## src/rtl/handshake_fifo_break_dv_pkg.sv

```systemverilog
// Purpose: shared helpers for handshake FIFO and buffer stages (pointer/count width math).
// Latency: n/a (compile-time functions only).
// Backpressure: n/a.
package handshake_fifo_break_dv_pkg;

  localparam int DEFAULT_DATA_WIDTH = 32;
  localparam int DEFAULT_NUM_SLOTS  = 4;

  // Ceiling log2. Written out so elaboration-time width math matches across tools.
  function automatic int clog2(input int value);
    int result;
    result = 0;
    while ((1 << result) < value) begin
      result = result + 1;
    end
    return result;
  endfunction

  // Pointer width for an N-slot ring. It is never zero, so a 1-slot corner case still elaborates.
  function automatic int ptr_width(input int slots);
    return (clog2(slots) < 1) ? 1 : clog2(slots);
  endfunction

  // Occupancy counter width. It must be able to hold the value 'slots' itself.
  function automatic int count_width(input int slots);
    return clog2(slots + 1);
  endfunction

endpackage

```

## src/rtl/handshake_fifo_break_dv_mem.sv

```systemverilog
// Purpose: simple dual-port register array, one synchronous write port and one asynchronous read port.
// Latency: a write lands at the clock edge; a read is combinational from the address.
// Backpressure: none; the caller owns all flow control.
module handshake_fifo_mem
  import handshake_fifo_break_dv_pkg::*;
#(
  parameter int DATA_WIDTH = DEFAULT_DATA_WIDTH,
  parameter int DEPTH      = DEFAULT_NUM_SLOTS,
  parameter int ADDR_WIDTH = ptr_width(DEFAULT_NUM_SLOTS)
) (
  input  logic                  clk,
  input  logic                  wr_en,
  input  logic [ADDR_WIDTH-1:0] wr_addr,
  input  logic [DATA_WIDTH-1:0] wr_data,
  input  logic [ADDR_WIDTH-1:0] rd_addr,
  output logic [DATA_WIDTH-1:0] rd_data
);

  logic [DATA_WIDTH-1:0] mem [DEPTH];

  // Write port. Storage is deliberately left out of reset; the pointers decide what is valid.
  always_ff @(posedge clk) begin
    if (wr_en) begin
      mem[wr_addr] <= wr_data;
    end
  end

  assign rd_data = mem[rd_addr];

endmodule

```

## src/rtl/handshake_fifo_break_dv.sv

```systemverilog
// Purpose: elastic FIFO stage that breaks valid/ready timing between a producer and its consumer.
// Latency: 1 cycle from an accepted push to the token appearing on outs with outs_valid.
// Backpressure: ins_ready drops only when full. There is no bypass, so a pop while full frees a slot for the next cycle.
module handshake_fifo_break_dv
  import handshake_fifo_break_dv_pkg::*;
#(
  parameter int DATA_WIDTH = DEFAULT_DATA_WIDTH,
  parameter int NUM_SLOTS  = DEFAULT_NUM_SLOTS
) (
  input  logic                  clk,
  input  logic                  rst,
  input  logic [DATA_WIDTH-1:0] ins,
  input  logic                  ins_valid,
  output logic                  ins_ready,
  output logic [DATA_WIDTH-1:0] outs,
  output logic                  outs_valid,
  input  logic                  outs_ready
);

  localparam int PTR_W = ptr_width(NUM_SLOTS);
  localparam int CNT_W = count_width(NUM_SLOTS);

  localparam logic [PTR_W-1:0] LAST_SLOT = PTR_W'(NUM_SLOTS - 1);
  localparam logic [CNT_W-1:0] FULL_CNT  = CNT_W'(NUM_SLOTS);

  logic [PTR_W-1:0] wr_ptr;
  logic [PTR_W-1:0] rd_ptr;
  logic [CNT_W-1:0] count;
  logic             push;
  logic             pop;

  // The handshake outputs come only from registered state (and rst), so there is no input-to-output path.
  assign ins_ready  = !rst && (count != FULL_CNT);
  assign outs_valid = (count != '0);
  assign push       = ins_valid && ins_ready;
  assign pop        = outs_valid && outs_ready;

  // Pointers wrap explicitly at the last slot, so non-power-of-two depths stay inside the array.
  always_ff @(posedge clk) begin
    if (rst) begin
      wr_ptr <= '0;
      rd_ptr <= '0;
    end else begin
      if (push) begin
        wr_ptr <= (wr_ptr == LAST_SLOT) ? '0 : wr_ptr + PTR_W'(1);
      end
      if (pop) begin
        rd_ptr <= (rd_ptr == LAST_SLOT) ? '0 : rd_ptr + PTR_W'(1);
      end
    end
  end

  // Occupancy tracking. A push and a pop in the same cycle cancel out.
  always_ff @(posedge clk) begin
    if (rst) begin
      count <= '0;
    end else begin
      case ({push, pop})
        2'b10:   count <= count + CNT_W'(1);
        2'b01:   count <= count - CNT_W'(1);
        default: count <= count;
      endcase
    end
  end

  handshake_fifo_mem #(
    .DATA_WIDTH (DATA_WIDTH),
    .DEPTH      (NUM_SLOTS),
    .ADDR_WIDTH (PTR_W)
  ) u_mem (
    .clk     (clk),
    .wr_en   (push),
    .wr_addr (wr_ptr),
    .wr_data (ins),
    .rd_addr (rd_ptr),
    .rd_data (outs)
  );

endmodule

```

## config.mk

```make
export PLATFORM = sky130hd
export DESIGN_NAME = handshake_fifo_break_dv
export DESIGN_NICKNAME = d
export VERILOG_FILES = /design/src/rtl/handshake_fifo_break_dv_pkg.sv /design/src/rtl/handshake_fifo_break_dv_mem.sv /design/src/rtl/handshake_fifo_break_dv.sv
export SDC_FILE = /design/constraint.sdc
export NUM_CORES = 1
export LEC_CHECK = 0
export BUFFER_PORTS_ARGS = -buffer_cell sky130_fd_sc_hd__buf_2
export CELL_PAD_IN_SITES_DETAIL_PLACEMENT = 1
export CELL_PAD_IN_SITES_GLOBAL_PLACEMENT = 1
export CORE_MARGIN = 2
export CORE_UTILIZATION = 30
export DETAILED_ROUTE_END_ITERATION = 16
export PLACE_DENSITY = 0.56
export SLEW_MARGIN = 20
export SYNTH_ARGS = -nofsm -noshare
export SYNTH_HDL_FRONTEND = slang
export SYNTH_SLANG_ARGS = --single-unit
```

## constraint.sdc

```tcl
create_clock -name clk -period 2.65 [get_ports clk]
set_clock_uncertainty 0.05 [all_clocks]
set_input_delay 0.1325 -clock clk [delete_from_list [all_inputs] [get_ports clk]]
set_output_delay 0.1325 -clock clk [all_outputs]
set_load 0.05 [all_outputs]
```

---- Word level (Yosys, flattened, before mapping) ----
Memories as Yosys holds them, arrays and structs flattened. A register that Yosys moved wholly into a read port is not among the register bits.
Cells that the tools add are included.
word-level totals
  logic and storage cells ................. 26
  bits in latches ......................... 0
  memories ................................ 1
  bits in registers ....................... 7
  bits in writable memories ............... 128
  ROM bits ................................ 0
  output and inout bits ................... 34
memories
  memory     words  bits a word  rd ports  clocked after memory_dff  wr ports  line                               RTL
  u_mem.mem  4      32           1         1                         1         handshake_fifo_break_dv_mem.sv:19  logic [DATA_WIDTH-1:0] mem [DEPTH];
cells by class
  equality and inequality tests ........... 5
  divide/modulo/power cells ............... 0
  mux-type cells .......................... 7
  shift-type cells ........................ 0
  $mul .................................... 0
  bitwise logic cells ..................... 0
  reductions and logical operators ........ 6
  $add $sub $neg .......................... 4
  order comparisons ....................... 0
operators with widths
  cell                                                                number
  2-bit 2-to-1 mux                                                    4
  2-bit == test, second input constant                                3
  3-bit one-hot mux with 2 select lines                               1
  2-bit by 1-bit adder with 2-bit output, second input constant       2
  3-bit by 1-bit adder with 3-bit output, second input constant       1
  1-bit logical AND                                                   3
  3-bit inequality test, second input constant                        1
  3-bit nonzero test                                                  1
  3-bit by 1-bit subtractor with 3-bit output, second input constant  1
  2-bit by 1-bit == test with 1-bit output, second input constant     1
  1-bit 2-to-1 mux                                                    2
  2-bit nonzero test                                                  1
  1-bit zero test                                                     1

---- Logic depth before layout (Yosys ltp) ----
  depth after elaboration ................. 5
  depth in mapped cells ................... 9

---- By module ----
Synthesis repeated with hierarchy kept, for this count alone.
unflattened totals
  cell total of the unflattened synthesis .. 212
  area, all modules ....................... 5088.6 um^2
by module, submodules not included
  module                   cells each  area each (um^2)  times used  seq. area each (um^2)
  handshake_fifo_mem       171         4689.5            1           3843.7
  handshake_fifo_break_dv  41          399.1             1           140.1

---- Least setup slack after synthesis ----
Ideal clock, no wire load.
  path type ............................... reg2reg
  start ................................... register count[2]
  end ..................................... register count[2]
  clock period less this slack ............ 2036 ps
  setup slack ............................. 614 ps
  arrival ................................. 1915 ps
  cell stages (with the launch flop) ...... 10
  buffers on the path ..................... 0
  required time ........................... 2529 ps
  setup time .............................. 71 ps
  cells stage by stage .................... dfxtp_1 > nor3b_2 > nor3b_4 > inv_1 > ha_1 > inv_1 > fa_1 > xor2_1 > or3_1 > a21oi_1
between the ends
  longest elaborated chain between the ends .. 5
ends and longest elaborated chain
  item                                                                         line                           RTL
  start, declared                                                              handshake_fifo_break_dv.sv:28  logic [CNT_W-1:0] count;
  start signal, assigned                                                       handshake_fifo_break_dv.sv:59  2'b10: count <= count + CNT_W'(1);
  start signal, assigned                                                       handshake_fifo_break_dv.sv:60  2'b01: count <= count - CNT_W'(1);
  start signal, assigned                                                       handshake_fifo_break_dv.sv:61  default: count <= count;
  3-bit inequality test                                                        handshake_fifo_break_dv.sv:33  assign ins_ready = !rst && (count != FULL_CNT);
  1-bit logical AND                                                            handshake_fifo_break_dv.sv:33
  1-bit logical AND                                                            handshake_fifo_break_dv.sv:35  assign push = ins_valid && ins_ready;
  2-bit by 1-bit == test with 1-bit output or 2-bit == test (tied branches)    handshake_fifo_break_dv.sv:58  case ({push, pop})
  3-bit one-hot mux with 2 select lines or 2-bit nonzero test (tied branches)  n/a
Parallel ways exist; a longest one is shown, timed or not.
A chain may end at the register's enable or synchronous reset.

---- Worst setup path after layout ----
Same ends and word-level chain as after synthesis.

==> metrics.md <==
| Metric | Value |
|---|---|
| Clk buf depth | `2` |
| Number of synthesized flops with an enable pin | `128` |
| Worst Path Max Fanout | `7` |
| Most numerous cell on the critical path | `inv_1` |
| Total power | `6.50 mW` |
| CTS Buf Count | `17` |
| Clock Root Buffer | `clkbuf_16` |
| Crit. Startpoint | `count[2]` |
| Final nets | `385` |
| Initial Utilization | `30.9%` |
| FF-to-FF Start | `count[2]` |
| Post-synth net total | `262` |
| Seq/Total Area, Yosys | `78.4%` |
| VDD IR max | `0.000459 V` |
| Slowest cell on crit path | `dfxtp_1` |
| Post-Syn Area | `just over 5000 sq um` |
| Clock slew at reported path FFs | `0.06 ns` |
| Required @ worst endpoint | `2.95 ns` |
| Fmax | `~450 MHz` |
| Core area | `16,600 sq um` |
| Mean Syn Cell Area | `23.4 sq um` |
| Arrival time at the worst endpoint | `2.52 ns` |
| Status | `complete, no violations` |
| Final period util | `83.9%` |
| DR iter-0 viols | `114` |
| Num ports | `70` |
| Async SR Flop Fraction | `0%` |
| Initial antenna violation count | `0` |
| Final TNS setup | `0 ns` |
| Pre-antenna DRT Iters | `4` |
| CTS tree | `done` |
| End-of-flow core utilization | `40.2%` |
| Clock sink total | `137` |
| CP bufs+invs | `2` |
| FF/Latch Area | `4030 sq um` |
| Number of placed cells counting well taps | `510` |
| Crit-path cells | `nor3b_2 > nor3b_4 > inv_1 > ha_1 > inv_1 > fa_1 > xor2_1 > or3_1 > a21oi_1` |
| Layout Cells excl Fill | `575` |
| Full die area | `roughly 18,000 sq um` |
| Main synth FF type | `edfxtp_1` |
| PwrDens | `a little under 1000 nW/um^2` |
| Worst slew pin tran | `0.423 ns` |
| Residual DRC | `0` |
| IO Port Bufs | `69` |
| Flop and latch count out of synthesis | `around 140` |
| Setup ws final | `0.426 ns` |
| Largest net degree at the start of global routing | `33` |
| Final wirelength | `9890 um` |
| Via count | `2,550` |
| Vias in the first global route | `2,897` |
| Yosys warns | `0` |
| # setup viols final | `0` |
| # Max-Cap Violations | `0` |
| WL per Instance | `17.2 um` |
| Post-synth cell types | `22` |
| Clock latency on the worst-skew pair | `0.41 ns` |
| Synth top area share | `between 70 and 80%` |
| Relative slew slack | `71.6%` |
| Area Overhead vs Synth | `30.2%` |
| Fillers | `1,619` |
| Startpoint types | `flop` |
| HP Class | `input pin to flop` |
| Ant diodes | `0` |
| Commonest cells post-synth | `edfxtp_1, mux4_2, dfxtp_1, nor2_1, inv_1` |
| Die W | `roughly 130 um` |
| GRT Residual Overflow | `0` |
| Crit path max-delay family | `simple AND/OR/NAND/NOR gates` |
| First-pass GRT wire length | `15,800 um` |
| Antenna viol nets, final | `0` |
| Core Rows | `47` |
| RSZ-0062 raised after global routing | `false` |
| Final weighted congestion in routability-driven placement | `0.692` |
| Most frequent cell after synthesis | `edfxtp_1` |
| Fin. Hold Viols | `0` |
| Share of post-route cells with drive strength above 1 | `between 40% and 50%` |
| Max incr delay on CP | `0.39 ns` |
| Detailed placement HPWL | `6070 um` |
| Leakage power | `2.31 nW` |
| Total track usage | `12.0%` |
| Fin crit period | `2.22 ns` |
| Synth area leader | `edfxtp_1` |
| Worst hold start | `outs_ready` |
| Critical path endpoint category | `flop` |
| Slew Viols, Final | `0` |
| Die Y | `135 um` |
| Synth Instances | `219` |
| Setup Slack @ Placement | `0.457 ns` |
| Multi-input gate area | `1020 sq um` |
| Synth top area cells | `edfxtp_1, mux4_2, dfxtp_1` |
| Critical path type | `flop to flop` |
| H-tree depth | `4` |
| Vias per inst | `between 4 and 5` |
[path summary, 6_finish.rpt]
path | end | slack (ns) | cells past startpoint
setup reg to reg | count[2] | 0.43 | 9
hold / removal | flop | 0.07 | 4
setup / recovery | count[2] | 0.43 | 9
hold reg to reg | flop | 0.46 | 2
[cells by family after synthesis]
group,synth area share (%)
AND/OR/NAND/NOR,2.24
multiplexers,14.8
XOR/XNOR,0.341
adder cells (fa/ha/maj),1.85
AO/OA/AOI/OAI,0.633
buffers and inverters,1.75
flip-flops,78.4
[per-stage QoR]
stage | hold slack (ns) | instance area, sq um
finish | 0.0690 | 6690
global route | 0.0887 | 6690
CTS | 0.0537 | 6690
detailed placement | 0.302 | 5790
global placement | 0.296 | 5790
floorplan | 0.181 | 5130
[report_power, final]
group | total (mW) | internal, mW | switching (mW)
logic | 1.65 | 0.571 | 1.07
clock network | 2.22 | 1.37 | 0.847
registers | 2.64 | 2.54 | 0.0960
total | 6.50 | 4.48 | 2.02
[layout make-up]
type                    count  area share (%)
multi-input cells          67            15.3
well taps                 220            4.12
clock buffers              19            6.47
inverters                   7           0.393
repair buffers            112            11.6
flip-flops and latches    137            60.2
clock inverters            13            1.95
[registers in the layout, summed over array words and instances, names as in the netlist, named ones only]
signal and count:
u_mem.mem 128, wr_ptr 2, rd_ptr 2, count 3
[layout by cell type (no fill, tap or decap), types with 3 or more instances in the layout]
master and count:
and2_2 4, dfxtp_1 7, dlygate4sd3_1 33, buf_4 8, ha_1 6, clkbuf_16 17
edfxtp_1 128, clkinv_4 5, mux4_2 32, clkinv_2 3, buf_2 69, inv_1 7
a21oi_1 3, nor2_1 8, clkinv_1 3
[timing repair]
action | CTS | global route
hold endpoints to repair | 133 | 0
hold buffers | 33 | 0
gates resized for setup | 0 | 0
setup buffers | 0 | 0
[worst reg2reg max path: cells and delay by family, from the launching register on]
kind,cells,cell delay [ns]
compound gates,1,0.14
xor+xnor,1,0.16
fa+ha+maj,2,0.56
buf+inv,2,0.15
flops,1,0.39
simple gates,3,0.71
[layer usage]
metal	track usage, %	part of all wire, %	vias to the layer above
li1	-	-	1155
met1	14.2	43	1331
met2	20.2	51	53
met3	3.94	4.0	11
met4	4.97	1.4	0
met5	0	0	-
Power figures use the tool's default switching activity.
